File: src/rtl/round_robin_granter.sv
// round_robin_granter: registered one-hot round-robin grant held until acknowledged,
// with the priority pointer advancing past the granted requester only on acknowledge.
module round_robin_granter #(
   parameter int C_WIDTH = 4
) (
   input  logic               clk,
   input  logic               rst,
   input  logic [C_WIDTH-1:0] request,
   input  logic               grant_ack,
   output logic               grant_valid,
   output logic [C_WIDTH-1:0] grant
);
   localparam int PW = (C_WIDTH > 1) ? $clog2(C_WIDTH) : 1;
   typedef enum logic {IDLE, GRANTED} state_t;
   state_t state, state_d;
   logic [PW-1:0] ptr, ptr_d, idx, idx_d, ptr_ack, base, win;
   logic [C_WIDTH-1:0] grant_d;
   logic found, load;
   always_ff @(posedge clk or negedge rst)
      if (!rst) begin
         state <= IDLE;
         ptr   <= '0;
         idx   <= '0;
         grant <= '0;
      end else begin
         state <= state_d;
         ptr   <= ptr_d;
         idx   <= idx_d;
         grant <= grant_d;
      end
   always_comb begin
      ptr_ack = (idx == PW'(C_WIDTH - 1)) ? '0 : idx + 1'b1;
      load    = (state == IDLE) || grant_ack;
      base    = (state == GRANTED) ? ptr_ack : ptr;
      found   = 1'b0;
      win     = '0;
      // upper pass covers base..top, lower pass supplies the wrapped-around winner
      for (int k = 0; k < C_WIDTH; k++)
         if (!found && request[k] && PW'(k) >= base) begin
            found = 1'b1;
            win   = PW'(k);
         end
      for (int k = 0; k < C_WIDTH; k++)
         if (!found && request[k]) begin
            found = 1'b1;
            win   = PW'(k);
         end
      state_d = load ? (found ? GRANTED : IDLE) : state;
      ptr_d   = (state == GRANTED && grant_ack) ? ptr_ack : ptr;
      idx_d   = load ? win : idx;
      grant_d = load ? (found ? (C_WIDTH'(1) << win) : '0) : grant;
   end
   assign grant_valid = (state == GRANTED);
endmodule

File: config.mk
export PLATFORM = sky130hd
export DESIGN_NAME = round_robin_granter
export DESIGN_NICKNAME = d
export VERILOG_FILES = /design/src/rtl/round_robin_granter.sv
export SDC_FILE = /design/constraint.sdc
export NUM_CORES = 1
export LEC_CHECK = 0
export ABC_AREA = 0
export BUFFER_PORTS_ARGS = -buffer_cell sky130_fd_sc_hd__buf_2
export CAP_MARGIN = 20
export CORE_MARGIN = 3
export CORE_UTILIZATION = 32
export DETAILED_ROUTE_END_ITERATION = 8
export GPL_TIMING_DRIVEN = 0
export PLACE_DENSITY = 0.55
export SYNTH_ARGS = -nofsm -noshare
export SYNTH_HDL_FRONTEND = slang
export SYNTH_SLANG_ARGS = --single-unit
File: constraint.sdc
create_clock -name clk -period 3.6 [get_ports clk]
set_clock_uncertainty 0.2 [all_clocks]
set_input_delay 0.9 -clock clk [delete_from_list [all_inputs] [get_ports clk]]
set_output_delay 0.9 -clock clk [all_outputs]
set_load 0.02 [all_outputs]
==> results by group, run 1 <==
Floorplanning
  – Initial core utilization: 34.6%
  – I/O pin count: 12
  – Die Ht: 46.6 um
  – Chip width: 46.6 um
  – Die ar.: 2170 um^2
  – Num rows: 14
  – Core area: 1520 um^2

Drt
  – Via count: 461
  – Iter 0 DRT Violations: 8
  – DRC viols: 0
  – Via density: 5.55
  – DRT Pass-1 Iters: 4
  – Routed length per instance: 12.8 um
  – Post-route ant nets: 0
  – Routed wire length: 1.06 mm

Timing
  – Period utilization: 57.0%
  – Worst-Margin Slew: 0.397 ns
  – Max Slew Vio Count: 0
  – Hold slack: 0.273 ns
  – RSZ-0062 raised after global routing: false
  – Hold Vio Cnt, Final: 0
  – Final setup viols: 0
  – Tmin final: 2.05 ns
  – Rel. slew slack: 72.7%
  – Peak Freq: 487 MHz
  – Setup TNS: 0 ns

Clock tree
  – Clk sinks: 9
  – Max Root-Sink Buffers: 2
  – Cts bufs inserted: 3
  – CTS root buf: clkbuf_4
  – CTS tree: built
  – Post_cts resized: 0
  – Clock Latency Late Sink: 0.26 ns
  – Setup bufs post-CTS: 0
  – Htree depth: 1
  – Clock transition at path regs: 0.06 ns
  – Cts hold-fix bufs: 0

Placement
  – IO buf count: 11
  – Dpl hpwl: 821 um
  – Post-Place Cells: 79
  – Global placement routability congestion: 0.773

Synth
  – Sequential area share after synthesis: 42.8%
  – Area leader, netlist: dfrtp_1
  – Synth cell count leaders: 9 x dfrtp_1, 9 x nand2_1, 3 x o21ai_0
  – Syn nets: 60
  – Mapped cell area: 527 um^2
  – Number of flops mapped to enable cells by yosys: 0
  – Syn avg cell area: 10.1 um^2
  – Top post-synthesis cells by area: dfrtp_1 43%, nand2_1 6.4%, o41ai_2 6.2%
  – Synth Flop Type: dfrtp_1
  – Yosys warns: 0
  – Synth unique cells: 28
  – Yosys top cell area share: 42.8%
  – Asr flop ratio synth: 100%
  – Synthesis-stage register bit count: 9
  – Post-synthesis instance total: 52

Job
  – Max Cap Viol: 0

Critical path
  – CP Capture Type: register
  – Worst Path Arrival: 1.99 ns
  – Max Fanout on Critical Path: 4
  – Crit path required time: 3.53 ns
  – Worst R2R Start: idx[0]$_DFFE_PN0P_
  – Worst setup path start: idx[0]$_DFFE_PN0P_
  – Crit path kind: register to register
  – Nature of the critical path startpoint: register

Power
  – PD cells: 776 nW/um^2
  – Worst vdd ir: 216 uV
  – Power Total: 0.487 mW
  – Leakage power: 0.295 nW

Cells and area
  – Layout cell share with drive strength beyond 1: 32.8%
  – # nets final: 76
  – Area grow syn2layout: 19.2%
  – Non-Filler Instances: 83
  – ANT cells: 0

Global routing
  – Gr usage total: 11.8%
  – First-pass GRT wire length: 1.73 mm
  – Total grt overflow: 0
  – Initial antenna violation count: 0
  – Number of global-route vias before repair: 392
  – Pin count of the biggest net entering global routing: 11

Run status
  – Status: completed

Hold path
  – Worst min-delay path startpoint: grant[3]$_DFFE_PN0P_
  – Worst Hold Class: register to register
metrics by stage:
step	worst slack, ns	cell area, um^2	util (%)
final	1.55	628	41.2
after global routing	1.39	628	41.2
after CTS	1.53	628	41.2
after detailed placement	1.45	602	39.5
after global placement	1.46	602	39.5
after floorplan	1.68	527	-
kinds of logic after synthesis:
family	Yosys count	share of synthesized area [%]
and+or+nand+nor	23	25.4
muxes	2	4.04
AOI/OAI and AO/OA	15	24.0
adders and majority gates	1	2.37
DFF	9	42.8
buffers and inverters	2	1.42
cells in the final DEF, fill, tap and decap left out, drive strengths merged:
cell type	netlist	routed
buf	0	11
nand2	9	9
dfrtp	9	9
clkbuf	1	5
o21ai	3	3
nor2	2	2
nand2b	2	2
and2	2	2
nand4	2	2
o31ai	2	2
o41ai	2	2
or3b	2	2
a21oi	2	2
nor2b	1	1
or4b	1	1
mux2	1	1
mux2i	1	1
o211ai	1	1
and2b	1	1
o2111ai	1	1
inv	1	1
a31oi	1	1
and4	1	1
a21bo	1	1
a221oi	1	1
o311ai	1	1
ha	1	1
worst max-delay path, stage by stage (launching register included):
cell and delay, ns:
dfrtp_1 0.41, ha_1 0.22, or3b_1 0.41, and2_1 0.18, o311ai_1 0.38, o21ai_0 0.13
per-layer routing:
| layer | track usage [%] | wire length [um] |
|---|---|---|
| met1 | 16.9 | 521 |
| met2 | 15.9 | 482 |
| met3 | 3.52 | 34 |
| met4 | 5.11 | 21 |
| met5 | 0 | 0 |
state kept, by name, indices dropped and copies added, names as in the netlist:
name / flops
grant: 4
idx: 2
ptr: 2
grant_valid: 1
final timing paths:
check                                           to  slack [ns]  cells after the start
max in group asynchronous  grant_valid$_DFFE_PN0P_        2.73                      1
max reg2reg                   grant[1]$_DFFE_PN0P_        1.55                      5
min reg2reg                   grant[3]$_DFFE_PN0P_        0.27                      2
max                           grant[1]$_DFFE_PN0P_        1.55                      5
min in group asynchronous     grant[0]$_DFFE_PN0P_        0.28                      1
min                           grant[3]$_DFFE_PN0P_        0.27                      2
report_power, final:
part | internal [mW] | total [mW] | switching [mW]
registers | 0.144 | 0.169 | 0.0254
logic | 0.102 | 0.241 | 0.139
clock network | 0.0427 | 0.0775 | 0.0348
area by class of cell:
| cell class | instances | area [um^2] |
|---|---|---|
| fillers | 157 | 896 |
| multi-input cells | 41 | 294 |
| flip-flops and latches | 9 | 225 |
| repair buffers | 11 | 55.1 |
| clock buffers | 4 | 26.3 |
| well taps | 16 | 20.0 |
| plain buffers | 1 | 3.75 |
| inverters | 1 | 3.75 |
(Power assumes the default switching activity.)
==> inputs of run 2 (changes only) <==
--- a/config.mk
+++ b/config.mk
@@ -5,14 +5,14 @@
 export SDC_FILE = /design/constraint.sdc
 export NUM_CORES = 1
 export LEC_CHECK = 0
-export ABC_AREA = 0
+export ABC_AREA = 1
 export BUFFER_PORTS_ARGS = -buffer_cell sky130_fd_sc_hd__buf_2
 export CAP_MARGIN = 20
 export CORE_MARGIN = 3
 export CORE_UTILIZATION = 32
 export DETAILED_ROUTE_END_ITERATION = 8
 export GPL_TIMING_DRIVEN = 0
-export PLACE_DENSITY = 0.55
+export PLACE_DENSITY = 0.57
 export SYNTH_ARGS = -nofsm -noshare
 export SYNTH_HDL_FRONTEND = slang
 export SYNTH_SLANG_ARGS = --single-unit
==> constraint.sdc (replaced) <==
create_clock -name clk -period 1.8 [get_ports clk]
set_clock_uncertainty 0.2 [all_clocks]
set_input_delay 0.45 -clock clk [delete_from_list [all_inputs] [get_ports clk]]
set_output_delay 0.45 -clock clk [all_outputs]
set_load 0.02 [all_outputs]
==> run 2 against run 1 <==
Routed wire length up 6.6%. Synthesized area decreased by 1.9%. Count of clock-buffer cells in the layout shrank 1. Die area fell by 1.6%. Largest power group unchanged. First-iteration DRC count increased by 25%. Cell count is 30% higher. Critical path type unchanged. Sequential power up 98%. Via count grew 6.5%. Sequential share of layout area fell by 4.3 points. Non-clock buffer count up 2. Synthesized cell count is 44% higher.
==> results by group, run 2 <==
Power
  – Worst vdd ir: 855 uV
  – PD cells: 1660 nW/um^2
  – Power Total: 1.18 mW
  – Leakage power: 0.402 nW

Hold path
  – Worst Hold Class: input port to register

Synth
  – Synth cell count leaders: 32 x nand2_1, 9 x dfrtp_1, 9 x inv_1
  – Top post-synthesis cells by area: dfrtp_1 44%, nand2_1 23%, nand2_2 7.3%
  – Most numerous cell in the Yosys netlist: nand2_1
  – Post-synthesis instance total: 75
  – Synthesis-stage register bit count: 9
  – Post-synthesis mux area share: 0%
  – Yosys warns: 0
  – Syn nets: 83
  – Synth Area in Adders: 2.42%
  – Mapped cell area: 517 um^2
  – Simple-Gate Fraction of Synth Area: 43.8%
  – Post-Synth XOR/XNOR Area: 0%
  – Asr flop ratio synth: 100%
  – Area leader, netlist: dfrtp_1
  – Number of flops mapped to enable cells by yosys: 0
  – Synth unique cells: 12
  – Compound-gate portion of the synthesized area: 2.91%
  – Yosys top cell area share: 43.6%
  – Synth Flop Type: dfrtp_1
  – Sequential area share after synthesis: 43.6%
  – Syn avg cell area: 6.89 um^2
  – Largest family of logic cells by synthesized area: simple AND/OR/NAND/NOR gates

Job
  – Max Cap Viol: 0

Placement
  – Worst slack, placed: 0.0140 ns
  – Global placement routability congestion: 0.747
  – Dpl hpwl: 819 um
  – IO buf count: 11

Critical path
  – Reg-to-Reg End: grant[3]$_DFFE_PN0P_
  – Max Fanout on Critical Path: 3
  – Worst setup path start: idx[1]$_DFFE_PN0P_
  – Worst R2R Path Depth: 11
  – Worst reg-to-reg setup slack: 0.03 ns
  – Setup crit end: grant[3]$_DFFE_PN0P_
  – Worst R2R Start: idx[1]$_DFFE_PN0P_
  – Nature of the critical path startpoint: register
  – CP Capture Type: register
  – Crit path kind: register to register
  – Worst Path Arrival: 1.78 ns
  – Crit path required time: 1.81 ns

Floorplanning
  – Die Ht: 46.2 um
  – I/O pin count: 12
  – Num rows: 13
  – Die ar.: 2130 um^2
  – Core area: 1400 um^2
  – Chip width: 46.2 um
  – Initial core utilization: 36.9%

Clock tree
  – Clk sinks: 9
  – Clock Latency Late Sink: 0.27 ns
  – Htree depth: 1
  – CTS root buf: clkbuf_4
  – Cts bufs inserted: 3
  – Max Root-Sink Buffers: 2
  – Clock transition at path regs: 0.07 ns
  – CTS tree: built

Cells and area
  – Area grow syn2layout: 38.3%
  – Area occupied by multi-input gates: 325 um^2
  – Layout cell share with drive strength beyond 1: 43.0%
  – # nets final: 102
  – Fillers: 139
  – Final core occ: 51.1%
  – Number of flip-flops in the largest register: 4
  – Most frequent cells in the layout: 25 x nand2_1, 11 x nand2_2, 11 x buf_2
  – Reg area: 225 um^2
  – Regs by FF count: grant x4, idx x2, ptr x2
  – Top reg by flops: grant
  – Commonest non-fill, non-tap cell in the layout: nand2_1
  – ANT cells: 0

Global routing
  – Number of global-route vias before repair: 485
  – Routing usage on met2: 20.1%
  – Initial antenna violation count: 0
  – First-pass GRT wire length: 1.87 mm
  – Met3 Track Usage GR: 7.03%
  – Busiest grt layer: met2
  – Total grt overflow: 0
  – Pin count of the biggest net entering global routing: 10
  – Gr usage total: 12.7%
  – Met1 GRT Util: 14.2%

Drt
  – Via count: 491
  – Post-route ant nets: 0
  – DRC viols: 0
  – DRT Pass-1 Iters: 2
  – Routed wire length: 1.13 mm
  – Routed length per instance: 10.5 um
  – Via density: 4.55
  – Iter 0 DRT Violations: 10

Timing
  – Hold slack: 0.234 ns
  – Period utilization: 98.2%
  – Worst-Margin Slew: 0.280 ns
  – Max Slew Vio Count: 0
  – RSZ-0062 raised after global routing: true
  – Peak Freq: 566 MHz
  – Tmin final: 1.77 ns
  – Hold Vio Cnt, Final: 0
  – Worst Setup Slack, final: 0.0323 ns
  – Rel. slew slack: 81.3%
  – Final setup viols: 0

Run status
  – Status: completed
-- run 2: changes by cell type after synthesis, sizes merged, moves of 5 or more --
cell,previous run,this run
nand2,9,38
nor2,2,7
inv,1,10
nand3,0,5
-- run 2: area by class of cell --
type | instances | share of cell area [%]
inverter | 10 | 5.25
sequential | 9 | 31.5
clock buffer | 3 | 3.15
timing repair buffer | 14 | 11.2
tap | 15 | 2.63
multi-input combinational | 56 | 45.5
clock inverter | 1 | 0.701
-- run 2: layer usage --
layer,vias up,routed length (um)
met5,-,0
met4,0,0
met3,0,64
met2,11,524
met1,213,541
li1,267,-
-- run 2: power by group --
group          switching [mW]  total [mW]  leakage [nW]  internal (mW)
Combinational           0.408       0.688         0.274          0.279
Sequential             0.0526       0.335         0.110          0.282
Clock                  0.0798       0.162        0.0177         0.0822
-- run 2: worst min path at each step --
stage                     startpoint  cells after the start  slack, ns                       to
final                     request[2]                      3       0.23  grant_valid$_DFFE_PN0P_
after global routing      request[2]                      3       0.24  grant_valid$_DFFE_PN0P_
after CTS                 request[2]                      3       0.20  grant_valid$_DFFE_PN0P_
after detailed placement         rst                      1       0.12       ptr[0]$_DFFE_PN0P_
after global placement           rst                      1       0.11       ptr[0]$_DFFE_PN0P_
after floorplan                  rst                      0      -0.05     grant[0]$_DFFE_PN0P_
-- run 2: repair_timing --
action / in CTS / in global routing
resized for setup: 0 / 18
hold buffers: 1 / 0
buffers inserted: 1 / 1
setup endpoints to repair: 1 / 7
hold endpoints to repair: 9 / 0
pin swaps: 0 / 12
-- run 2: stage by stage --
step / instance area (um^2) / cells / TNS [ns]
2_1_floorplan: 517 / 75 / 0
3_3_place_gp: 591 / 101 / 0
3_5_place_dp: 591 / 101 / 0
4_1_cts: 636 / 107 / 0
5_1_grt: 714 / 108 / -0.236
6_report: 714 / 108 / 0
-- run 2: worst max-delay path, cell delays in order, from the launching register on --
cell	delay (ns)
dfrtp_1	0.41
ha_4	0.29
nand2_4	0.05
nand2_2	0.07
nor2_1	0.05
inv_1	0.08
nand2_2	0.07
nor2_4	0.12
nand4_1	0.11
nand2_2	0.10
nand3_1	0.07
nand2_1	0.07
-- run 2: cells by family after synthesis --
logic type	Yosys count
and+or+nand+nor	52
buffers and inverters	10
DFF	9
AOI/OAI and AO/OA	3
adders and majority gates	1
==> inputs of run 3 (changes only) <==
--- a/config.mk
+++ b/config.mk
@@ -13,6 +13,7 @@
 export DETAILED_ROUTE_END_ITERATION = 8
 export GPL_TIMING_DRIVEN = 0
 export PLACE_DENSITY = 0.57
+export SETUP_SLACK_MARGIN = 0.4
 export SYNTH_ARGS = -nofsm -noshare
 export SYNTH_HDL_FRONTEND = slang
 export SYNTH_SLANG_ARGS = --single-unit
==> run 3 against run 2 <==
Sequential power increased by 4%. Sequential share of layout area down 2.8 points. Critical path depth decreased by 1. Routed wire length grew 12%. Worst hold slack improved by 0.011 ns. Worst setup slack worse by 0.0024 ns. Largest cell class unchanged.
==> results by group, run 3 (synthesis results as in run 2) <==
Clock tree
  – Max Root-Sink Buffers: 2
  – CTS tree: built
  – Clock transition at path regs: 0.06 ns
  – Clk sinks: 9
  – Htree depth: 1
  – Clock Latency Late Sink: 0.26 ns
  – CTS root buf: clkbuf_4
  – Cts bufs inserted: 3

Floorplanning
  – Die Ht: 46.2 um
  – Die ar.: 2130 um^2
  – Core area: 1400 um^2
  – Chip width: 46.2 um
  – Initial core utilization: 36.9%
  – I/O pin count: 12
  – Num rows: 13

Global routing
  – Number of global-route vias before repair: 501
  – Gr usage total: 13.2%
  – Pin count of the biggest net entering global routing: 10
  – Total grt overflow: 0
  – First-pass GRT wire length: 1.97 mm
  – Initial antenna violation count: 0

Drt
  – Routed length per instance: 11.5 um
  – Post-route ant nets: 0
  – DRC viols: 0
  – Via count: 542
  – Routed wire length: 1.27 mm
  – Iter 0 DRT Violations: 4
  – DRT Pass-1 Iters: 4
  – Via density: 4.93

Cells and area
  – Fillers: 140
  – Fin area: 788 um^2
  – Most frequent cells in the layout: 25 x nand2_1, 9 x nand2_2, 8 x dfrtp_1
  – Number of flip-flops in the largest register: 4
  – Layout cell share with drive strength beyond 1: 47.4%
  – Regs by FF count: grant x4, idx x2, ptr x2
  – Area grow syn2layout: 52.5%
  – Reg area: 226 um^2
  – Top reg by flops: grant
  – Commonest non-fill, non-tap cell in the layout: nand2_1
  – # nets final: 104
  – ANT cells: 0
  – Area occupied by multi-input gates: 349 um^2

Timing
  – Peak Freq: 565 MHz
  – Period utilization: 98.3%
  – Hold Vio Cnt, Final: 0
  – RSZ-0062 raised after global routing: true
  – Tmin final: 1.77 ns
  – Worst-Margin Slew: 0.501 ns
  – Max Slew Vio Count: 0
  – Rel. slew slack: 66.5%
  – Hold slack: 0.245 ns
  – Final setup viols: 0

Critical path
  – CP Capture Type: register
  – Worst reg-to-reg setup slack: 0.03 ns
  – Crit-path slowest cell: dfrtp_1
  – Max Fanout on Critical Path: 4
  – CP top delay family: simple AND/OR/NAND/NOR gates
  – Buffer and inverter count on the worst path: 1
  – CP max stage delay: 0.41 ns
  – CP most frequent cell: nand2_4
  – CP Cell Sequence: ha_4, nand2_4, nand2_4, nand2_4, a21oi_1, nand4_1, nand2_2, inv_2, nand3_1, nand2_1
  – Crit path required time: 1.75 ns
  – Worst Path Arrival: 1.72 ns
  – Nature of the critical path startpoint: register
  – Crit path kind: register to register

Job
  – Max Cap Viol: 0

Power
  – PD cells: 1700 nW/um^2
  – Leakage power: 0.423 nW
  – Worst vdd ir: 876 uV

Placement
  – IO buf count: 11
  – Dpl hpwl: 809 um
  – Global placement routability congestion: 0.706
  – Placed instance area: 616 um^2

Run status
  – Status: completed

Hold path
  – Worst Hold Class: input port to register
==> run 3: changes by cell type in the layout (fill, tap and decap cells not counted), sizes merged <==
cell / change
clkinv: -1
clkbuf: +1
buf: +2
==> run 3: stage by stage <==
step / utilization [%] / TNS (ns) / total power [mW] / cells / worst slack (ns)
CTS: 50.4 / 0 / 1.16 / 107 / 0.0292
global placement: 44.0 / -0.00406 / 0.880 / 101 / -0.00406
finish: 56.4 / 0 / 1.34 / 110 / 0.0299
floorplan: - / 0 / 0.760 / 75 / 0.137
global route: 56.4 / -0.228 / 1.44 / 110 / -0.0621
detailed placement: 44.0 / -0.00204 / 0.883 / 101 / -0.00204
==> run 3: where the power goes <==
part           internal, mW  switching, mW  total [mW]
sequential            0.283         0.0645       0.348
clock                0.0856         0.0730       0.159
combinational         0.362          0.468       0.831
==> run 3: worst paths after layout <==
check                              startpoint  depth (start not counted)                       to
max in group asynchronous                 rst                          2  grant_valid$_DFFE_PN0P_
hold reg to reg            ptr[1]$_DFFE_PN0P_                          2       ptr[1]$_DFFE_PN0P_
setup / recovery           idx[0]$_DFFE_PN0P_                         10     grant[2]$_DFFE_PN0P_
setup reg to reg           idx[0]$_DFFE_PN0P_                         10     grant[2]$_DFFE_PN0P_
min in group asynchronous                 rst                          2     grant[2]$_DFFE_PN0P_
hold / removal                     request[2]                          3  grant_valid$_DFFE_PN0P_
==> run 3: timing repair <==
item	CTS	global route
setup endpoints to repair	12	12
gates resized for setup	15	17
pin swaps	2	16
endpoints found under the hold margin	9	0
hold buffers	1	0
setup buffers	1	3
==> run 3: layer usage <==
layer  global-route usage [%]  routed length, um
met4                     8.52                 34
met3                     2.34                 50
met2                     19.0                606
met1                     17.9                577
met5                        0                  0
==> run 3: layout make-up <==
class                   count  area share, %
flip-flops and latches      9           28.7
multi-input cells          56           44.3
inverters                  10           4.76
well taps                  15           2.38
repair buffers             16           16.5
clock buffers               4           3.33
==> run 3: tightest hold or removal path, stage by stage <==
cell	delay, ns
buf_2	0.12
nor2_1	0.06
nand2_1	0.05
